`src/rtl/alu_seq_pkg.sv`:
```
// Shared encodings for the ALU sequencer: request opcodes, ALU function
// codes and the sequencer state set.
package alu_seq_pkg;

  localparam logic [2:0] OP_AND = 3'b000;
  localparam logic [2:0] OP_OR  = 3'b001;
  localparam logic [2:0] OP_ADD = 3'b010;
  localparam logic [2:0] OP_SUB = 3'b011;
  localparam logic [2:0] OP_BEQ = 3'b100;
  localparam logic [2:0] OP_BNE = 3'b101;
  localparam logic [2:0] OP_MUL = 3'b110;
  localparam logic [2:0] OP_ILL = 3'b111;

  localparam logic [3:0] ALU_AND = 4'b0000;
  localparam logic [3:0] ALU_OR  = 4'b0001;
  localparam logic [3:0] ALU_ADD = 4'b0010;
  localparam logic [3:0] ALU_SUB = 4'b0011;
  localparam logic [3:0] ALU_NOP = 4'b1111;

  typedef enum logic [1:0] {
    ST_IDLE = 2'd0,
    ST_EXEC = 2'd1,
    ST_MUL  = 2'd2,
    ST_DONE = 2'd3
  } state_e;

  // Branch compares are subtractions; the sequencer derives taken from zero.
  function automatic logic [3:0] op_to_code(input logic [2:0] op);
    logic [3:0] code;
    case (op)
      OP_AND:                 code = ALU_AND;
      OP_OR:                  code = ALU_OR;
      OP_ADD:                 code = ALU_ADD;
      OP_SUB, OP_BEQ, OP_BNE: code = ALU_SUB;
      default:                code = ALU_NOP;
    endcase
    return code;
  endfunction

endpackage

```
`src/rtl/alu_sequencer.sv`:
```
// Sequences single-cycle ALU operations and a 64-iteration shift-add multiply
// through an external combinational ALU, returning one response per request.
module alu_sequencer
  import alu_seq_pkg::*;
(
  input  logic        clk,
  input  logic        rst_n,
  input  logic        in_valid,
  output logic        in_ready,
  input  logic [2:0]  in_op,
  input  logic [63:0] in_a,
  input  logic [63:0] in_b,
  output logic        out_valid,
  input  logic        out_ready,
  output logic [63:0] out_result,
  output logic        out_overflow,
  output logic        out_zero,
  output logic        out_taken,
  output logic [63:0] alu_src_1,
  output logic [63:0] alu_src_2,
  output logic [3:0]  alu_code,
  input  logic [63:0] alu_result,
  input  logic        alu_overflow,
  input  logic        alu_zero,
  output logic [1:0]  dbg_state
);

  localparam logic [1:0] S_IDLE = ST_IDLE;
  localparam logic [1:0] S_EXEC = ST_EXEC;
  localparam logic [1:0] S_MUL  = ST_MUL;
  localparam logic [1:0] S_DONE = ST_DONE;

  logic [1:0]  state_q, state_d;
  logic [2:0]  op_q, op_d;
  logic [63:0] opa_q, opa_d;     // operand a; multiplicand during MUL
  logic [63:0] opb_q, opb_d;     // operand b; multiplier during MUL
  logic [63:0] acc_q, acc_d;
  logic [6:0]  count_q, count_d;
  logic [63:0] res_q, res_d;
  logic        ovf_q, ovf_d;
  logic        zero_q, zero_d;
  logic        taken_q, taken_d;

  // Handshakes: a transfer happens on a rising edge where valid && ready.
  // in_ready is high only in IDLE; out_valid is high only in DONE and the
  // response registers hold still until out_ready is seen at an edge.
  assign in_ready     = (state_q == S_IDLE);
  assign out_valid    = (state_q == S_DONE);
  assign out_result   = res_q;
  assign out_overflow = ovf_q;
  assign out_zero     = zero_q;
  assign out_taken    = taken_q;
  assign dbg_state    = state_q;

  always_comb begin
    alu_code  = ALU_NOP;
    alu_src_1 = '0;
    alu_src_2 = '0;
    if (state_q == S_EXEC) begin
      alu_code  = op_to_code(op_q);
      alu_src_1 = opa_q;
      alu_src_2 = opb_q;
    end else if (state_q == S_MUL) begin
      alu_code  = ALU_ADD;
      alu_src_1 = acc_q;
      alu_src_2 = opb_q[0] ? opa_q : 64'd0;
    end
  end

  always_comb begin
    state_d = state_q;
    op_d    = op_q;
    opa_d   = opa_q;
    opb_d   = opb_q;
    acc_d   = acc_q;
    count_d = count_q;
    res_d   = res_q;
    ovf_d   = ovf_q;
    zero_d  = zero_q;
    taken_d = taken_q;
    case (state_q)
      S_IDLE: begin
        if (in_valid) begin
          op_d  = in_op;
          opa_d = in_a;
          opb_d = in_b;
          if (in_op == OP_MUL) begin
            acc_d   = '0;
            count_d = 7'd64;
            state_d = S_MUL;
          end else begin
            state_d = S_EXEC;
          end
        end
      end
      S_EXEC: begin
        res_d   = alu_result;
        ovf_d   = alu_overflow;
        zero_d  = alu_zero;
        taken_d = (op_q == OP_BEQ) ? alu_zero :
                  (op_q == OP_BNE) ? !alu_zero : 1'b0;
        state_d = S_DONE;
      end
      S_MUL: begin
        acc_d   = alu_result;
        opa_d   = {opa_q[62:0], 1'b0};
        opb_d   = {1'b0, opb_q[63:1]};
        count_d = count_q - 7'd1;
        // Always runs all 64 iterations so latency is data-independent.
        if (count_q == 7'd1) begin
          res_d   = alu_result;
          ovf_d   = 1'b0;
          zero_d  = (alu_result == 64'd0);
          taken_d = 1'b0;
          state_d = S_DONE;
        end
      end
      S_DONE: begin
        if (out_ready) begin
          state_d = S_IDLE;
        end
      end
      default: state_d = S_IDLE;
    endcase
  end

  always_ff @(posedge clk) begin
    if (!rst_n) begin
      state_q <= S_IDLE;
      op_q    <= '0;
      opa_q   <= '0;
      opb_q   <= '0;
      acc_q   <= '0;
      count_q <= '0;
      res_q   <= '0;
      ovf_q   <= 1'b0;
      zero_q  <= 1'b0;
      taken_q <= 1'b0;
    end else begin
      state_q <= state_d;
      op_q    <= op_d;
      opa_q   <= opa_d;
      opb_q   <= opb_d;
      acc_q   <= acc_d;
      count_q <= count_d;
      res_q   <= res_d;
      ovf_q   <= ovf_d;
      zero_q  <= zero_d;
      taken_q <= taken_d;
    end
  end

endmodule

```
`config.mk`:
```
export PLATFORM = sky130hd
export DESIGN_NAME = alu_sequencer
export DESIGN_NICKNAME = d
export VERILOG_FILES = /design/src/rtl/alu_seq_pkg.sv /design/src/rtl/alu_sequencer.sv
export SDC_FILE = /design/constraint.sdc
export NUM_CORES = 1
export LEC_CHECK = 0
export CAP_MARGIN = 40
export CORE_ASPECT_RATIO = 0.7
export CORE_MARGIN = 5
export CORE_UTILIZATION = 28
export DETAILED_ROUTE_END_ITERATION = 8
export DONT_BUFFER_PORTS = 1
export PLACE_DENSITY_LB_ADDON = 0.12
export SYNTH_ARGS = -nofsm -noshare
export SYNTH_HDL_FRONTEND = slang
export SYNTH_SLANG_ARGS = --single-unit
```
`constraint.sdc`:
```
create_clock -name clk -period 2.3 [get_ports clk]
set_input_delay 0.345 -clock clk [delete_from_list [all_inputs] [get_ports clk]]
set_output_delay 0.345 -clock clk [all_outputs]
set_load 0.02 [all_outputs]
```
# ---- After elaboration in Yosys (flattened, before gate mapping)
# Index checks and enable logic that the tools add are counted.
dict set report totals {
  ff_bits 271
  inputBits 201
  out_inout_bits 203
  word_cells 69
}
dict set report classes {
  n_addsub 1
  n_eq_ne 14
  mux 32
  reduce_logical 12
}
# op count
set ops {}
lappend ops {{$mux 64} 10}
lappend ops {{$pmux 64 s2} 4}
lappend ops {{$logic_not 64->1} 1}
lappend ops {{$pmux 4 s4} 1}
lappend ops {{$mux 7} 2}
lappend ops {{$pmux 7 s2} 1}
lappend ops {{$eq 3x3->1 const B} 3}
lappend ops {{$mux 2} 4}
lappend ops {{$mux 4} 2}
lappend ops {{$pmux 2 s4} 1}
lappend ops {{$eq 7x1->1 const B} 1}
lappend ops {{$sub 7x1->7 const B} 1}
lappend ops {{$eq 3x2->1 const B} 2}
lappend ops {{$ne 2x1->1 const B} 3}
lappend ops {{$pmux 1 s2} 3}
lappend ops {{$reduce_and 2->1} 3}
lappend ops {{$reduce_and 3->1} 2}
lappend ops {{$eq 2x2->1 const B} 2}
lappend ops {{$mux 1} 4}
lappend ops {{$reduce_bool 2->1} 2}
lappend ops {{$eq 3x1->1 const B} 1}
lappend ops {{$logic_not 3->1} 1}
lappend ops {{$reduce_or 3->1} 1}
lappend ops {{$eq 2x1->1 const B} 1}
lappend ops {{3 further kinds} 3}

# ---- Logic depth before layout (Yosys ltp)
# Gate-level depths: netlist of run 1.
dict set report logic_depth {
  word_depth 4
  mapped_depth 10
  mapped_depth_nobuf 7
}

# ---- Worst setup path after synthesis of run 1
# Ideal clock, no wire load.
dict set report synth_path {
  path_type {register to output}
  start {register state_q[0], in the netlist dbg_state[0]}
  end {output port alu_code[3]}
  t_arrival_ns 2.291
  required_ns 1.955
  path_slack_ns -0.336
  path_stages_with_launch 9
  path_buffers 5
  cell_sequence {dfxtp_1 inv_1 ha_1 buf_2 buf_2 buf_2 clkbuf_1 o21ai_0 buf_4}
}
dict set report synth_between {
  elab_chain_len 3
  word_cells_on_any_way 4
  cone_classes {eq/ne (2); mux (2)}
}
# item line
set synth_rtl {}
lappend synth_rtl {{start: declaration} alu_sequencer.sv:33} ;# logic [1:0] state_q, state_d;
lappend synth_rtl {{start signal: assignment} alu_sequencer.sv:140} ;# state_q <= state_d;
lappend synth_rtl {{$eq 2x2->1} alu_sequencer.sv:63} ;# end else if (state_q == S_MUL) begin
lappend synth_rtl {{$mux 4} alu_sequencer.sv:63}
lappend synth_rtl {{$mux 4 (*)} alu_sequencer.sv:59} ;# if (state_q == S_EXEC) begin
lappend synth_rtl {{end: declaration} alu_sequencer.sv:21} ;# output logic [3:0] alu_code,
# Every way passes the cells marked *; elsewhere a longest branch is shown, timed or not.

# ---- Worst setup path after layout of run 1
dict set report layout_path {
  start {register state_q[0], in the netlist dbg_state[0]}
  end {output port alu_src_2[36]}
}
dict set report layout_between {
  elab_chain_len 3
  word_cells_on_any_way 4
  cone_classes {eq/ne (2); mux (2)}
}
# item line
set layout_rtl {}
lappend layout_rtl {{$eq 2x2->1} alu_sequencer.sv:63}
lappend layout_rtl {{$mux 64} alu_sequencer.sv:63}
lappend layout_rtl {{$mux 64 (*)} alu_sequencer.sv:59}
lappend layout_rtl {{end: declaration} alu_sequencer.sv:20} ;# output logic [63:0] alu_src_2,
# Marks and branches as above.

==> results of run 1 <==
[power breakdown]
part / total, mW / internal [mW] / leakage (nW) / switching (mW)
Sequential: 7.64 / 5.92 / 2.22 / 1.72
Clock: 5.95 / 3.72 / 0.600 / 2.22
Combinational: 9.68 / 4.28 / 4.87 / 5.40
[synthesized netlist by cell type]
master	number	area [sq um]
nor2_1	11	41.3
a31o_2	1	8.76
and3b_1	1	8.76
xnor2_1	4	35.0
a221o_1	1	10.0
a32oi_1	1	8.76
nand4_1	4	25.0
a21boi_1	39	293
a22o_1	63	552
a31oi_2	1	12.5
dfxtp_1	271	5430
o21ai_2	2	17.5
nor3_1	3	15.0
xor2_1	3	26.3
buf_2	53	265
o22ai_1	1	6.26
nand3b_1	1	7.51
nand3_1	40	200
a21boi_0	63	473
o21ai_0	67	335
or3_1	1	6.26
a22oi_1	2	15.0
inv_2	1	3.75
mux2i_1	128	1280
inv_1	6	22.5
o21a_1	1	7.51
buf_4	1	7.51
nor3b_1	1	7.51
and2_1	1	6.26
o21ai_1	1	5.00
ha_1	6	75.1
nor4_2	1	12.5
nor4_1	17	106
buf_1	6	22.5
clkbuf_1	77	289
buf_6	5	56.3
a21oi_1	35	175
nor2b_1	7	43.8
o211a_1	127	1270
nand2_1	490	1840
[critical path, delay by kind of cell (launching register included)]
family                     cells  cell delay, ns
AOI/OAI and AO/OA              1            0.22
adders and majority gates      1            0.19
buffers and inverters          4            0.51
DFF                            1            0.36
and+or+nand+nor                1            0.21
[worst max-delay path by stage]
| stage | start | end | slack, ns | depth (start not counted) |
|---|---|---|---|---|
| after floorplan | dbg_state[0] | alu_code[3] | -0.009 | 8 |
| after global placement | dbg_state[0] | opa_q[38] | 0.24 | 7 |
| after detailed placement | dbg_state[0] | opb_q[18] | 0.18 | 7 |
| after CTS | dbg_state[0] | alu_src_2[62] | -0.13 | 8 |
| after global routing | dbg_state[0] | alu_src_2[30] | -0.16 | 7 |
| final | dbg_state[0] | alu_src_2[36] | -0.07 | 7 |
[stage by stage]
| step | hold slack (ns) | setup TNS [ns] |
|---|---|---|
| finish | 0.0247 | -1.85 |
| global route | 0.0163 | -10.26 |
| CTS | -0.0372 | -6.52 |
| detailed placement | 0.448 | 0 |
| global placement | 0.445 | 0 |
| floorplan | 0.432 | -0.00897 |
[routing by layer]
layer,up-vias,routed length [um],global-route usage [%],share of wire (%)
li1,5661,-,-,-
met1,5658,28100,31.4,50
met2,339,23000,28.9,41
met3,72,4180,6.19,7.4
met4,8,1210,4.60,2.1
met5,-,40,0,0.071
[flip-flops by register name (all words and copies together), names as in the netlist]
signal and cells:
acc_q 64, opa_q 64, opb_q 64, out_result 64, count_q 7, op_q 3, dbg_state 2, out_overflow 1
out_taken 1, out_zero 1
[cell usage in the layout, fill, tap and decap left out, types with 17 or more instances in the layout]
| master | synthesis | routed |
|---|---|---|
| a21boi_0 | 63 | 63 |
| a21boi_1 | 39 | 39 |
| a21oi_1 | 35 | 34 |
| a22o_2 | 0 | 21 |
| a22o_4 | 0 | 41 |
| buf_12 | 0 | 29 |
| buf_4 | 1 | 64 |
| buf_6 | 5 | 35 |
| clkbuf_16 | 0 | 43 |
| dfxtp_1 | 271 | 269 |
| dlygate4sd3_1 | 0 | 75 |
| mux2i_1 | 128 | 127 |
| nand2_1 | 490 | 459 |
| nand2_2 | 0 | 27 |
| nand3_1 | 40 | 40 |
| nor4_1 | 17 | 17 |
| o211a_1 | 127 | 127 |
| o21ai_1 | 1 | 29 |
| o21ai_2 | 2 | 29 |
[cell type report]
| class | instances | area, sq um | area share, % |
|---|---|---|---|
| multi-input cells | 1124 | 7650 | 42.9 |
| inverters | 7 | 31.3 | 0.175 |
| well taps | 612 | 766 | 4.30 |
| repair buffers | 222 | 2710 | 15.2 |
| flip-flops and latches | 271 | 5430 | 30.5 |
| clock buffers | 50 | 1040 | 5.86 |
| clock inverters | 12 | 196 | 1.10 |
[cell families after synthesis]
family | after synthesis | synth area share, %
and+or+nand+nor | 578 | 17.8
AOI/OAI and AO/OA | 405 | 24.5
DFF | 271 | 41.7
buffers and inverters | 149 | 5.12
muxes | 128 | 9.84
xor gates and xnor gates | 7 | 0.471
adders and majority gates | 6 | 0.577
[repair_timing]
action                     CTS  global route
hold buffers                73             3
setup buffers               13             9
pin swaps                   13             5
cloned                      10             7
hold endpoints to repair   207             4
resized for setup          221            77
setup endpoints to repair  129           124
==> metrics.log, run 1 <==
INFO  metric run_status = finished, violations left
INFO  metric failed_checks = setup timing
INFO  metric ff2ff_path_depth = 9
INFO  metric power.total = between 20 and 25 mW
INFO  metric drt_first_iter_violations = 847
INFO  metric synthesized_area = approximately 13,000 sq um
INFO  metric cap_violations = 0
INFO  metric yosysUniqueCellTypes = 40
INFO  metric final_worst_path_setup_slack = -0.0670 ns
INFO  metric finish.instance_area = between 15,000 and 20,000 sq um
INFO  metric drt-vias-per-instance = ~5.1
INFO  metric p_per_area = between 1000 and 1500 nW/um^2
INFO  metric hold_violations = 0
INFO  metric layout_worst_path_cycle_share = 103%
INFO  metric grt_pass1_vias = around 11,000
INFO  metric start_util = ~28%
INFO  metric num_io_pins = roughly 400
INFO  metric hold_path_end = acc_q[36]
INFO  metric drt-pass1-iter-count = 6
INFO  metric finalCriticalPeriod = ~2.4 ns
INFO  metric flip_flop_and_latch_count_after_synthesis = around 270
INFO  metric critical_path.slowest_cell = dfxtp_4
INFO  metric placed_cells = roughly 2,100
INFO  metric dpl-instance-area = around 14,000 sq um
INFO  metric yosysSeqAreaShare = a little over two fifths
INFO  metric h_tree_depth = 2
INFO  metric die_y = around 190 um
INFO  metric die_w = between 200 and 300 um
INFO  metric total_grt_overflow = 0
INFO  metric max_freq = about 0.42 GHz
INFO  metric post-dp-hpwl = 36,900 um
INFO  metric timing.max_slew.rel_slack = approximately three fifths
INFO  metric postSynthNetCount = 1,751
INFO  metric gp_routability_congestion = approximately 0.85
INFO  metric num_antenna_cells = 0
INFO  metric setup_viol = 53
INFO  metric cts.root.buffer_cell = clkbuf_16
INFO  metric path_cells = inv_4 -> ha_4 -> inv_4 -> nor3b_4 -> buf_4 -> buf_16 -> a22o_2
INFO  metric fin_worst_skew = 0.00926 ns
INFO  metric synthesis.area_per_instance = approximately 8.4 sq um
INFO  metric crit_fanout = 15
INFO  metric fin_util = approximately two fifths
INFO  metric die-area = slightly above 50,000 sq um
INFO  metric crit_path_frequent_cell = inv_4
INFO  metric grt_max_degree = ~240
INFO  metric pre_cts_slack = around 0.18 ns
INFO  metric clkSinkCount = 271
INFO  metric wl_per_cell = 24.6 um
INFO  metric setup.worst_path.start_class = register
INFO  metric warnings_synthesis = 0
INFO  metric vias = 11,700
INFO  metric grt_antenna_before_repair = 4
INFO  metric rrSetupSlack = roughly 0.08 ns
INFO  metric clock_tree_from_tritoncts = yes
INFO  metric timing.rr.start = dbg_state[0]
INFO  metric max-vdd-ir-drop = ~0.68 mV
INFO  metric nets = approximately 1,900
INFO  metric clock_path_buffers = 3
INFO  metric grt_setup_unrepaired = yes
INFO  metric setup.worst_path.end_class = output pin
INFO  metric finalWirelength = 56,500 um
INFO  metric clock_edge_transition_at_the_registers_on_the_reported_setup_and_hold_paths = approximately 0.060 ns
INFO  metric hold_class = primary input to register
INFO  metric final_antenna_net_count = 0
INFO  metric leakage = about 7.7 nW
INFO  metric filler_cell_count = between 4,000 and 5,000
INFO  metric worst-endpoint-required = between 1.5 and 2 ns
INFO  metric core_area = between 40,000 and 50,000 sq um
INFO  metric timing.critical_path.arrival = 2.02 ns
INFO  metric final-instance-count-excl-fill = between 2,000 and 2,500
INFO  metric remaining_drc_errors = 0
INFO  metric final_layout_size_suffix_gt1_share = 20.6%
INFO  metric timing_worst_slew_pin_value = roughly 0.61 ns
INFO  metric global_route_wire_length_before_repair = between 80,000 and 90,000 um
INFO  metric place.port_buffers = 0
INFO  metric synthToLayoutAreaGrowth = 36.9%
INFO  metric groute.usage.overall = between 20% and 30%
INFO  metric clock_insertion_delay_worst_skew = approximately 0.52 ns
INFO  metric cts_bufs_inserted = 34
INFO  metric reg2reg_to = opb_q[22]
INFO  metric timing_max_transition_violations_final = 0
INFO  metric hold_path_depth = 2
INFO  metric critical_path.max_stage_delay = approximately 0.36 ns
INFO  metric syn_inst = ~1,500
INFO  metric min-delay-start = alu_result[36]
INFO  metric timing.setup.critical_path_class = register to output pin
INFO  metric rows = 66
(Power assumes the default switching activity.)
==> run 2: changes to the inputs <==
--- a/config.mk
+++ b/config.mk
@@ -6,7 +6,7 @@
 export NUM_CORES = 1
 export LEC_CHECK = 0
 export CAP_MARGIN = 40
-export CORE_ASPECT_RATIO = 0.7
+export CORE_ASPECT_RATIO = 2
 export CORE_MARGIN = 5
 export CORE_UTILIZATION = 28
 export DETAILED_ROUTE_END_ITERATION = 8
==> constraint.sdc (replaced) <==
create_clock -name clk -period 2.2 [get_ports clk]
set_input_delay 0.33 -clock clk [delete_from_list [all_inputs] [get_ports clk]]
set_output_delay 0.33 -clock clk [all_outputs]
set_load 0.02 [all_outputs]
==> metrics.log, run 2 (synthesis results as in run 1) <==
INFO  metric finalWirelength = 57,100 um (was 56,500 um)
INFO  metric run_status = finished, violations left (unchanged)
INFO  metric rrSetupSlack = 0.12 ns (was 0.08 ns)
INFO  metric timing_max_transition_violations_final = 0 (unchanged)
INFO  metric wl_per_cell = 24.8 um (was 24.6 um)
INFO  metric timing.critical_path.arrival = 2.05 ns (was 2.02 ns)
INFO  metric hold_path_end = opb_q[24] (was acc_q[36])
INFO  metric crit_fanout = 6 (was 15)
INFO  metric final_layout_size_suffix_gt1_share = 21.3% (was 20.6%)
INFO  metric grt_max_degree = 237 (unchanged)
INFO  metric rows = 111 (was 66)
INFO  metric timing.rr.start = dbg_state[0] (unchanged)
INFO  metric worst-endpoint-required = 1.87 ns (was 1.96 ns)
INFO  metric finalCriticalPeriod = 2.38 ns
INFO  metric final_cell_mix = nand2_1 (447), dfxtp_1 (269), mux2i_1 (128) (was nand2_1 (459), dfxtp_1 (269), mux2i_1 (127), o211a_1 (127), dlygate4sd3_1 (75))
INFO  metric critical_path.startpoint = dbg_state[0] (unchanged)
INFO  metric cts.root.buffer_cell = clkbuf_16 (unchanged)
INFO  metric total_switching_power = 10.0 mW (was 9.34 mW)
INFO  metric groute.usage.overall = 20.7% (was 20.8%)
INFO  metric switching_share = 41.5% (was 40.2%)
INFO  metric filler_cell_count = 4,637 (was 4,671)
INFO  metric die_y = 315 um (was 190 um)
INFO  metric drt-pass1-iter-count = 5 (was 6)
INFO  metric final.setup.tns = -12.81 ns (was -1.85 ns)
INFO  metric grt_antenna_before_repair = 4 (unchanged)
INFO  metric share_comb_of_total_power = 45.3% (was 41.6%)
INFO  metric vias = 11,900 (was 11,700)
INFO  metric timing.setup.critical_path_class = register to output pin (unchanged)
INFO  metric setup.worst_path.start_class = register (unchanged)
INFO  metric path_cells = inv_4 -> ha_4 -> inv_4 -> nor3b_4 -> buf_6 -> buf_12 -> clkbuf_16 -> a22o_4 (was inv_4 -> ha_4 -> inv_4 -> nor3b_4 -> buf_4 -> buf_16 -> a22o_2)
INFO  metric clkSinkCount = 271 (unchanged)
INFO  metric clock_edge_transition_at_the_registers_on_the_reported_setup_and_hold_paths = 0.06 ns (about the same)
INFO  metric fin_worst_skew = 0.00901 ns (was 0.00926 ns)
INFO  metric min-delay-start = in_b[24] (was alu_result[36])
INFO  metric timing.max_slew.rel_slack = 64.8% (was 59.1%)
INFO  metric critPathBufInv = 5 (was 4)
INFO  metric max_freq = roughly 0.42 GHz
INFO  metric synthToLayoutAreaGrowth = 39.8% (was 36.9%)
INFO  metric clock_insertion_delay_worst_skew = 0.56 ns (was 0.52 ns)
INFO  metric total_grt_overflow = 0 (unchanged)
INFO  metric die-area = 51,200 sq um (was 51,000 sq um)
INFO  metric p_seq_share = 33.4% (was 32.8%)
INFO  metric cap_violations = 0 (unchanged)
INFO  metric ff2ff_path_depth = 8 (was 9)
INFO  metric reg2reg_to = opb_q[63] (was opb_q[22])
INFO  metric critical_path.slowest_cell = dfxtp_4 (unchanged)
INFO  metric place.port_buffers = 0 (unchanged)
INFO  metric setup_viol = 122 (was 53)
INFO  metric leakage = 7.95 nW (was 7.70 nW)
INFO  metric grt_setup_unrepaired = yes (unchanged)
INFO  metric hold_path_depth = 3 (was 2)
INFO  metric setup.worst_path.end_class = output pin (unchanged)
INFO  metric nets = 1,867 (unchanged)
INFO  metric critical_path.max_stage_delay = 0.36 ns (about the same)
INFO  metric remaining_drc_errors = 0 (unchanged)
INFO  metric global_route_wire_length_before_repair = 81,500 um (was 80,500 um)
INFO  metric clock_tree_from_tritoncts = yes (unchanged)
INFO  metric num_io_pins = 404 (unchanged)
INFO  metric layout_worst_path_cycle_share = 108%
INFO  metric power.internal = 14.1 mW (was 13.9 mW)
INFO  metric failed_checks = setup timing (unchanged)
INFO  metric timing_worst_slew_pin_value = 0.524 ns (was 0.614 ns)
INFO  metric cts_bufs_inserted = 28 (was 34)
INFO  metric layout_commonest_cell = nand2_1 (unchanged)
INFO  metric p_per_area = 1320 nW/um^2 (was 1310 nW/um^2)
INFO  metric power.total = 24.1 mW (was 23.3 mW)
INFO  metric start_util = 28.3% (was 28.2%)
INFO  metric clock_path_buffers = 3 (unchanged)
INFO  metric final_antenna_net_count = 0 (unchanged)
INFO  metric flip_flop_and_latch_area = 5430 sq um (unchanged)
INFO  metric final_worst_path_setup_slack = -0.180 ns (was -0.0670 ns)
INFO  metric h_tree_depth = 1 (was 2)
INFO  metric die_w = 162 um (was 268 um)
INFO  metric post-dp-hpwl = 35,900 um (was 36,900 um)
INFO  metric gp_routability_congestion = 0.837 (was 0.855)
INFO  metric path_delay_family = buffers and inverters (unchanged)
INFO  metric max-vdd-ir-drop = 0.609 mV (was 0.680 mV)
INFO  metric crit_path_frequent_cell = inv_4 (unchanged)
INFO  metric power.clock.fraction = 21.3% (was 25.6%)
INFO  metric multi_input_comb_area = 7990 sq um (was 7650 sq um)
INFO  metric drt-vias-per-instance = 5.17 (was 5.11)
INFO  metric core_area = 46,000 sq um (was 46,200 sq um)
INFO  metric grt_pass1_vias = 11,900 (was 11,500)
INFO  metric drt_first_iter_violations = 745 (was 847)
INFO  metric hold_violations = 0 (unchanged)
INFO  metric hold_class = primary input to register (unchanged)
run 2: cell count changes in the layout (fill, tap and decap cells not counted), moves of 6 or more:
| cell | delta |
|---|---|
| a22o_2 | -20 |
| a22o_4 | +21 |
| buf_12 | -6 |
| buf_16 | +10 |
| buf_6 | -9 |
| clkbuf_16 | -6 |
| nand2_1 | -12 |
| nand2_4 | +8 |
| o21ai_4 | +10 |
run 2: what timing repair did:
action	in CTS	in global routing
setup buffers	29	7
endpoints found under the setup margin	132	133
hold buffers	77	1
cloned	18	8
pin swaps	15	20
resized for setup	198	130
endpoints found under the hold margin	266	67
run 2: power groups by stage:
stage          clock network [mW]  logic [mW]  registers [mW]
2_1_floorplan                   0        6.02            7.37
3_3_place_gp                    0        8.07            7.95
3_5_place_dp                    0        8.16            7.96
4_1_cts                      5.31        10.2            7.99
5_1_grt                      5.48        11.7            8.19
6_report                     5.13        10.9            8.05
run 2: worst max path at each step:
stage,end,cells after the start
2_1_floorplan,alu_code[0],5
3_3_place_gp,alu_src_1[9],6
3_5_place_dp,alu_src_2[2],7
4_1_cts,alu_src_1[20],8
5_1_grt,alu_src_2[40],8
6_report,alu_src_2[19],8
run 2: tightest hold or removal path, cell delays in order:
cell	delay [ns]
mux2i_1	0.04
nand2_1	0.06
o211a_1	0.13
run 2: cell type report:
class | count | area share [%]
Multi-Input combinational cell | 1124 | 43.9
Clock inverter | 8 | 0.674
Antenna cell | 4 | 0.0550
Clock buffer | 43 | 4.66
Inverter | 7 | 0.186
Tap cell | 621 | 4.27
Sequential cell | 271 | 29.9
Timing Repair Buffer | 228 | 16.4
run 2: layer usage:
layer  share of wire (%)  up-vias  GRT usage (%)
li1                    -     5659              -
met2                  49      416           35.5
met5               0.023        -              0
met4                 3.4        2           6.97
met1                  41     5768           25.6
met3                 6.7       84           4.75
run 2: stage by stage:
step           util (%)  hold slack, ns  setup WS (ns)  cells  cell area [sq um]
6_report           39.6          0.0291         -0.180   2306              18200
5_1_grt            39.6         -0.0221         -0.259   2305              18200
4_1_cts            38.1          -0.111         -0.229   2287              17500
3_5_place_dp       31.0           0.445         0.0835   2114              14300
3_3_place_gp       31.0           0.443          0.117   2114              14300
2_1_floorplan         -           0.432        -0.0764   1544              13100
